<file path="src/rtl/conv1d_cmd_sequencer.sv">
// conv1d_cmd_sequencer
//   Autonomous initiator for one conv1d CFU command port. On a go pulse it
//   streams the kernel rows into the kernel buffer, writes zero-padded input
//   rows into the input buffer, programs bias and offset, starts the
//   convolution, waits for the output buffer and then reads the packed
//   results out over a ready/valid result stream.
//
// Ports
//   clk, reset_n             clock, asynchronous active-low reset
//   go                       start pulse, honoured only when idle
//   cfg_len/words/bias/offset run configuration, latched on go
//   s_valid/s_ready/s_data   source stream: kernel words, then input words
//   cu_cmd/cu_inp0/cu_inp1   registered conv1d command bus (cmd 0 = NOP)
//   cu_valid_in, cu_ret      conv1d output-buffer valid and read data
//   m_valid/m_ready/m_data   result stream, four packed outputs per word
//   busy, done               run in progress / one-cycle completion pulse
module conv1d_cmd_sequencer #(
    parameter int KERNEL_LEN = 8,
    parameter int PAD        = 4,
    parameter int ROW_STRIDE = 128,
    parameter int LEN_W      = 11
) (
    input  logic             clk,
    input  logic             reset_n,
    input  logic             go,
    input  logic [LEN_W-1:0] cfg_len,
    input  logic [5:0]       cfg_words,
    input  logic [31:0]      cfg_bias,
    input  logic [31:0]      cfg_offset,
    input  logic             s_valid,
    output logic             s_ready,
    input  logic [31:0]      s_data,
    output logic [6:0]       cu_cmd,
    output logic [31:0]      cu_inp0,
    output logic [31:0]      cu_inp1,
    input  logic             cu_valid_in,
    input  logic [31:0]      cu_ret,
    output logic             m_valid,
    input  logic             m_ready,
    output logic [31:0]      m_data,
    output logic             busy,
    output logic             done
);

    // One extra bit so the last padded row (2*PAD + max len - 1) fits.
    localparam int ROW_W = LEN_W + 1;

    localparam logic [6:0] CMD_NOP    = 7'd0;
    localparam logic [6:0] CMD_WR_IN  = 7'd1;
    localparam logic [6:0] CMD_WR_K   = 7'd2;
    localparam logic [6:0] CMD_RD     = 7'd3;
    localparam logic [6:0] CMD_START  = 7'd4;
    localparam logic [6:0] CMD_BIAS   = 7'd7;
    localparam logic [6:0] CMD_OFFSET = 7'd8;

    localparam logic [3:0] S_IDLE   = 4'd0;
    localparam logic [3:0] S_KERNEL = 4'd1;
    localparam logic [3:0] S_HEAD   = 4'd2;
    localparam logic [3:0] S_INPUT  = 4'd3;
    localparam logic [3:0] S_TAIL   = 4'd4;
    localparam logic [3:0] S_BIAS   = 4'd5;
    localparam logic [3:0] S_OFFSET = 4'd6;
    localparam logic [3:0] S_START  = 4'd7;
    localparam logic [3:0] S_WAIT   = 4'd8;
    localparam logic [3:0] S_RDREQ  = 4'd9;
    localparam logic [3:0] S_RDCAP  = 4'd10;
    localparam logic [3:0] S_HOLD   = 4'd11;
    localparam logic [3:0] S_DONE   = 4'd12;

    localparam logic [ROW_W-1:0] KERN_LAST = ROW_W'(KERNEL_LEN - 1);
    localparam logic [ROW_W-1:0] HEAD_LAST = ROW_W'(PAD - 1);

    logic [3:0]       state_q, state_d;
    logic [ROW_W-1:0] row_q, row_d;
    logic [5:0]       word_q, word_d;
    logic [LEN_W-1:0] k_q, k_d;
    logic [LEN_W-1:0] len_q, len_d;
    logic [5:0]       words_q, words_d;
    logic [31:0]      bias_q, bias_d;
    logic [31:0]      offset_q, offset_d;
    logic [6:0]       cmd_q, cmd_d;
    logic [31:0]      inp0_q, inp0_d;
    logic [31:0]      inp1_q, inp1_d;
    logic             m_valid_q, m_valid_d;
    logic [31:0]      m_data_q, m_data_d;

    logic             last_word;
    logic [ROW_W-1:0] row_adv;
    logic [5:0]       word_adv;
    logic [31:0]      addr;
    logic [ROW_W-1:0] in_last, tail_last, nreads, k_next;

    // Column counter walks the words of a row; row advances on its wrap.
    assign last_word = (word_q == words_q - 6'd1);
    assign row_adv   = last_word ? row_q + ROW_W'(1) : row_q;
    assign word_adv  = last_word ? 6'd0 : word_q + 6'd1;
    assign addr      = 32'(row_q) * 32'(ROW_STRIDE) + {24'd0, word_q, 2'b00};

    // Input rows follow the head padding; the tail padding follows the input.
    assign in_last   = ROW_W'(PAD) + {1'b0, len_q} - ROW_W'(1);
    assign tail_last = in_last + ROW_W'(PAD);
    assign nreads    = ({1'b0, len_q} + ROW_W'(3)) >> 2;
    assign k_next    = {1'b0, k_q} + ROW_W'(1);

    always_comb begin
        state_d   = state_q;
        row_d     = row_q;
        word_d    = word_q;
        k_d       = k_q;
        len_d     = len_q;
        words_d   = words_q;
        bias_d    = bias_q;
        offset_d  = offset_q;
        cmd_d     = CMD_NOP;
        inp0_d    = '0;
        inp1_d    = '0;
        m_valid_d = m_valid_q;
        m_data_d  = m_data_q;
        case (state_q)
            S_IDLE: begin
                if (go) begin
                    len_d    = cfg_len;
                    words_d  = cfg_words;
                    bias_d   = cfg_bias;
                    offset_d = cfg_offset;
                    row_d    = '0;
                    word_d   = '0;
                    k_d      = '0;
                    state_d  = S_KERNEL;
                end
            end
            S_KERNEL: begin
                if (s_valid) begin
                    cmd_d  = CMD_WR_K;
                    inp0_d = addr;
                    inp1_d = s_data;
                    row_d  = row_adv;
                    word_d = word_adv;
                    // Input buffer addressing restarts at row 0.
                    if (last_word && row_q == KERN_LAST) begin
                        row_d   = '0;
                        state_d = S_HEAD;
                    end
                end
            end
            S_HEAD: begin
                cmd_d  = CMD_WR_IN;
                inp0_d = addr;
                row_d  = row_adv;
                word_d = word_adv;
                if (last_word && row_q == HEAD_LAST) state_d = S_INPUT;
            end
            S_INPUT: begin
                if (s_valid) begin
                    cmd_d  = CMD_WR_IN;
                    inp0_d = addr;
                    inp1_d = s_data;
                    row_d  = row_adv;
                    word_d = word_adv;
                    if (last_word && row_q == in_last) state_d = S_TAIL;
                end
            end
            S_TAIL: begin
                cmd_d  = CMD_WR_IN;
                inp0_d = addr;
                row_d  = row_adv;
                word_d = word_adv;
                if (last_word && row_q == tail_last) state_d = S_BIAS;
            end
            S_BIAS: begin
                cmd_d   = CMD_BIAS;
                inp0_d  = bias_q;
                state_d = S_OFFSET;
            end
            S_OFFSET: begin
                cmd_d   = CMD_OFFSET;
                inp0_d  = offset_q;
                state_d = S_START;
            end
            S_START: begin
                cmd_d   = CMD_START;
                k_d     = '0;
                state_d = S_WAIT;
            end
            S_WAIT: begin
                if (cu_valid_in) state_d = S_RDREQ;
            end
            S_RDREQ: begin
                cmd_d   = CMD_RD;
                inp0_d  = 32'({k_q, 2'b00});
                state_d = S_RDCAP;
            end
            S_RDCAP: begin
                // The read command is on the bus this cycle; cu_ret carries
                // its data by the end of the cycle.
                m_data_d  = cu_ret;
                m_valid_d = 1'b1;
                state_d   = S_HOLD;
            end
            S_HOLD: begin
                if (m_ready) begin
                    m_valid_d = 1'b0;
                    k_d       = k_next[LEN_W-1:0];
                    state_d   = (k_next < nreads) ? S_RDREQ : S_DONE;
                end
            end
            S_DONE: state_d = S_IDLE;
            default: state_d = S_IDLE;
        endcase
    end

    always_ff @(posedge clk or negedge reset_n) begin
        if (!reset_n) begin
            state_q   <= S_IDLE;
            row_q     <= '0;
            word_q    <= '0;
            k_q       <= '0;
            len_q     <= '0;
            words_q   <= '0;
            bias_q    <= '0;
            offset_q  <= '0;
            cmd_q     <= CMD_NOP;
            inp0_q    <= '0;
            inp1_q    <= '0;
            m_valid_q <= 1'b0;
            m_data_q  <= '0;
        end else begin
            state_q   <= state_d;
            row_q     <= row_d;
            word_q    <= word_d;
            k_q       <= k_d;
            len_q     <= len_d;
            words_q   <= words_d;
            bias_q    <= bias_d;
            offset_q  <= offset_d;
            cmd_q     <= cmd_d;
            inp0_q    <= inp0_d;
            inp1_q    <= inp1_d;
            m_valid_q <= m_valid_d;
            m_data_q  <= m_data_d;
        end
    end

    assign s_ready = (state_q == S_KERNEL) || (state_q == S_INPUT);
    assign cu_cmd  = cmd_q;
    assign cu_inp0 = inp0_q;
    assign cu_inp1 = inp1_q;
    assign m_valid = m_valid_q;
    assign m_data  = m_data_q;
    assign busy    = (state_q != S_IDLE) && (state_q != S_DONE);
    assign done    = (state_q == S_DONE);

endmodule

</file>
<file path="config.mk">
export PLATFORM = sky130hd
export DESIGN_NAME = conv1d_cmd_sequencer
export DESIGN_NICKNAME = d
export VERILOG_FILES = /design/src/rtl/conv1d_cmd_sequencer.sv
export SDC_FILE = /design/constraint.sdc
export NUM_CORES = 1
export LEC_CHECK = 0
export ABC_AREA = 1
export ABC_CLOCK_PERIOD_IN_PS = 6400
export CAP_MARGIN = 10
export CELL_PAD_IN_SITES_DETAIL_PLACEMENT = 0
export CELL_PAD_IN_SITES_GLOBAL_PLACEMENT = 1
export CORE_UTILIZATION = 39
export CTS_CLUSTER_DIAMETER = 60
export DETAILED_ROUTE_END_ITERATION = 6
export GPL_ROUTABILITY_DRIVEN = 0
export MAX_ROUTING_LAYER = met4
export PLACE_DENSITY_LB_ADDON = 0.1
export RECOVER_POWER = 100
export SYNTH_ARGS = -nofsm -noshare
export SYNTH_HDL_FRONTEND = slang
export SYNTH_SLANG_ARGS = --single-unit
</file>
<file path="constraint.sdc">
create_clock -name clk -period 6.4 [get_ports clk]
set_input_delay 0.64 -clock clk [delete_from_list [all_inputs] [get_ports clk]]
set_output_delay 0.64 -clock clk [all_outputs]
set_load 0.05 [all_outputs]
</file>
After elaboration in Yosys (flattened, before gate mapping)
Cells that the tools add are included.
{"block": "word_totals", "input_bits": 151, "wordCells": 104, "regBits": 218, "output_inout_bits": 107}
{"block": "op_classes", "n_eq_ne": 28, "addsub": 9, "order_cmp": 1, "n_reduce_logical": 20, "n_mux": 33}
{"operator": "$pmux W32 S5", "count": 1}
{"operator": "$mux W32", "count": 2}
{"operator": "$mux W12", "count": 5}
{"operator": "$pmux W12 S4", "count": 1}
{"operator": "$pmux W4 S12", "count": 1}
{"operator": "$mux W4", "count": 9}
{"operator": "$pmux W11 S3", "count": 1}
{"operator": "$pmux W4 S7", "count": 1}
{"operator": "$eq A12 B12 Y1", "count": 2}
{"operator": "$mux W11", "count": 2}
{"operator": "$add A19 B8 Y20", "count": 1}
{"operator": "$eq A4 B4 Y1 const B", "count": 5}
{"operator": "$mux W20", "count": 1}
{"operator": "$mux W6", "count": 3}
{"operator": "$ne A2 B2 Y1 const B", "count": 9}
{"operator": "$pmux W6 S3", "count": 1}
{"operator": "$eq A4 B3 Y1 const B", "count": 4}
{"operator": "$add A11 B1 Y12 const B", "count": 1}
{"operator": "$add A11 B2 Y12 const B", "count": 1}
{"operator": "$add A12 B1 Y12 const B", "count": 1}
{"operator": "$add A12 B3 Y12 const B", "count": 1}
{"operator": "$add A3 B11 Y12 const A", "count": 1}
{"operator": "$eq A12 B2 Y1 const B", "count": 1}
{"operator": "$eq A12 B3 Y1 const B", "count": 1}
{"operator": "other kinds (24)", "count": 35}

Logic depth before layout (Yosys ltp)
{"block": "depth", "ltp_word": 7, "mapped_depth": 19}

Worst setup path before layout
OpenSTA, ideal clock, no wires.
{"block": "synth_path", "path_type": "reg-to-output", "start": "reg state_q[0]", "end": "out busy", "path_slack_ns": 3.955, "arrival_time_ns": 1.805, "path_stages_with_launch": 5, "path_cell_list": "dfrtp_1 -> nor2_1 -> inv_1 -> nor2_1 -> nor2_1"}
{"block": "synth_between", "elab_chain_len": 2}
{"item": "start: declaration", "line_no": "73", "text": "logic [3:0] state_q, state_d;"}
{"item": "start signal: assignment", "line_no": "228", "text": "state_q <= state_d;"}
{"item": "$ne A4 B4 Y1 / $reduce_bool A4 Y1 (equally long branches)", "line_no": "250", "text": "assign busy = (state_q != S_IDLE) && (state_q != S_DONE);"}
{"item": "$logic_and A1 B1 Y1 *", "line_no": "250"}
{"item": "end: declaration", "line_no": "41", "text": "output logic busy,"}
Every way passes the cells marked *; elsewhere a longest branch is shown, timed or not.

Worst setup path in the final report
{"block": "layout_path", "start": "reg state_q[3]", "end": "reg word_q[3]"}
{"block": "layout_between", "elab_chain_len": 4}
{"item": "$eq A4 B1 Y1 (tied with other cells)", "line_no": "119", "text": "case (state_q)"}
{"item": "$reduce_or A2 Y1 (no source line)"}
{"item": "$ne A2 B1 Y1 (no source line) / $reduce_bool A3 Y1 (equally long branches)"}
{"item": "$reduce_and A3 Y1 (no source line)"}
{"item": "end signal: assignment", "line_no": "230", "text": "word_q <= word_d;"}
{"item": "end: declaration", "line_no": "75", "text": "logic [5:0] word_q, word_d;"}
Parallel ways exist; a longest one is shown, timed or not.
A chain may end at the register's enable or synchronous reset.

==> flow_metrics.tcl <==
set metrics [dict create \
    ir_worst_vdd_mv 0.1757 \
    ys_types 47 \
    cts_resized 0 \
    hold_viol 0 \
    ctsHoldBuffers 0 \
    initial_utilization_pct 39.93 \
    clock_latency_ns 0.55 \
    synth_common_cells "nand2_1, dfrtp_1, inv_1" \
    ys_seq_elements 215 \
    hp-class "primary input to asynchronous set/reset pin" \
    status "finished, violations left" \
    final_util_pct 54.45 \
    synthCells 1176 \
    worst_pin_slew_ns 1.723 \
    instances_no_fill 1778 \
    drt.antenna.violating_nets 0 \
    root_buffer "clkbuf_16" \
    synth_top_area_cell "dfrtp_1" \
    grt-ovfl-total 0 \
    via_per_inst 4.701 \
    io_buffer_count 254 \
    cp_common_cell "nor2_1" \
    drv_cap 3 \
    die_w_um 163.0 \
    grt_start_max_net_pins 78 \
    drc 0 \
    r2r_setup_slack_ns 3.19 \
    cts_tree "built" \
    drv_slew 101 \
    synthFlopType "dfrtp_1" \
    vias 8359 \
    wirelength_um 27440 \
    setup_tns_ns 0 \
    cts.sinks 215 \
    synth-edff-count 0 \
    relSlewSlack_pct -14.86 \
    setup_viol 0 \
    rows 58 \
    max-clock-path-buffers 3 \
    crit_fanout 34 \
    slowest_stage "clkbuf_1" \
    layout.nets 1599 \
    cp_cell_sequence "nor2_1, inv_1, nor2_1, nand2_1, clkbuf_1, inv_1, nor2_1, clkbuf_1, nor2_1, inv_1, o22ai_1" \
    grt_usage_pct 21.55 \
    first_global_vias 8328 \
    ys_seq_area_share_pct 53.20 \
    worstSetupEndpointType "register" \
    place_inst 1732 \
    grt_pass1_wl_um 43640 \
    syn2layout_area_growth_pct 36.35 \
    p_per_area_nw_per_um2 220.5 \
    cp.required_ns 6.81 \
    dp_hpwl_um 19760 \
    synth_area_per_cell_um2 8.600 \
    hold_ws_ns 0.05225 \
    cts_setup_buffers 0 \
    finalCritPeriodShare_pct 50.23 \
    die_area_um2 26580 \
    crit_type "register to register" \
    n_antenna_cell 0 \
    clk_pin_slew_worst_paths_ns 0.06 \
    max_freq_mhz 311.0 \
    cts_max_level 1 \
    violations "capacitance limit, slew limit" \
    yosys_warnings 0 \
    yosys-top-cells-area "dfrtp_1, nand2_1, inv_1, mux2_2, nor2_1" \
    pin_count 258 \
    coreArea_um2 25330 \
    numCtsBuffers 27 \
    drt_iter0_markers 509 \
    synth-async-reset-ratio_pct 100.0 \
    die-height_um 163.0 \
    syn_area_um2 10110 \
    placed_area_um2 12990 \
    synth_most_common_cell "nand2_1" \
    drive_above_1_share_pct 7.320 \
    cp-start-kind "register" \
    rsz0062_at_grt "false" \
    max_stage_delay_ns 1.05 \
    netlist.area_leader.share_pct 53.20 \
    wl_per_cell_um 15.43 \
    skew_ns 0.01204 \
    antenna_found_initial 0 \
    design_area_um2 13790 \
    fin_crit_ns 3.215 \
    dr.pass1.iters 5 \
    power_leakage_nw 7.051 \
    arrival_ns 3.63 \
]
kinds of logic after synthesis:
| group | share of synthesized area (%) |
|---|---|
| compound gates | 6.668 |
| xor+xnor | 2.833 |
| fa+ha+maj | 2.103 |
| buf+inv | 6.705 |
| flops | 53.20 |
| mux | 3.662 |
| other cells | 0.03708 |
| simple gates | 24.79 |
metal layers:
| layer | track usage (%) | vias up | wire length (µm) |
|---|---|---|---|
| met5 | - | - | 0 |
| met3 | 5.053 | 52 | 1852 |
| met2 | 33.87 | 217 | 12730 |
| met4 | 5.862 | 0 | 748 |
| met1 | 27.87 | 3856 | 12100 |
| li1 | - | 4234 | - |
registers in the layout, indices dropped and copies added (netlist names):
signal    flops
bias_q       32
cu_cmd        4
cu_inp0      32
cu_inp1      32
k_q          11
len_q        11
m_data       32
m_valid       1
offset_q     32
row_q        12
state_q       4
word_q        6
words_q       6
stage by stage:
step	total power, mW	setup slack [ns]
6_report	3.041	3.185
5_1_grt	3.162	2.762
4_1_cts	3.093	3.386
3_5_place_dp	1.630	3.298
3_3_place_gp	1.628	3.350
2_1_floorplan	1.479	3.955
final cells by class:
cell class | count | area (µm²)
tap | 330 | 412.9
fill | 2370 | 11540
clock buffer | 37 | 773.2
inverter | 136 | 510.5
sequential | 215 | 5380
clock inverter | 9 | 81.33
multi-input combinational | 788 | 4035
timing repair buffer | 263 | 2596
worst paths after layout:
path | from | end | depth (start not counted)
min reg2reg | offset_q[17] | offset_q[17] | 2
max | state_q[3] | word_q[3] | 11
min in group clk | offset_q[17] | offset_q[17] | 2
min | reset_n | words_q[2] | 1
max in group asynchronous | reset_n | k_q[10] | 2
max reg2reg | state_q[3] | word_q[3] | 11
critical path, delay by kind of cell, from the launching register on:
family          cells  cell delay (ns)
buf+inv             5             2.08
simple gates        5             0.54
flops               1             0.38
compound gates      1             0.09
placed cells by master, fill, tap and decap left out, types with 14 or more instances in the layout:
master,count
dlygate4sd3_1,104
nand3_1,58
nand2_1,394
o21ai_0,47
clkdlybuf4s50_1,149
clkbuf_16,27
mux2_2,32
inv_1,131
xor2_1,23
nor2_1,97
dfrtp_1,215
a22o_1,14
ha_1,17
where the power goes:
group	internal, mW	total, mW	switching [mW]
Clock	0.849	1.44	0.594
Combinational	0.111	0.217	0.106
Sequential	1.37	1.38	0.00697
Total	2.33	3.04	0.707
(Power assumes the default switching activity.)
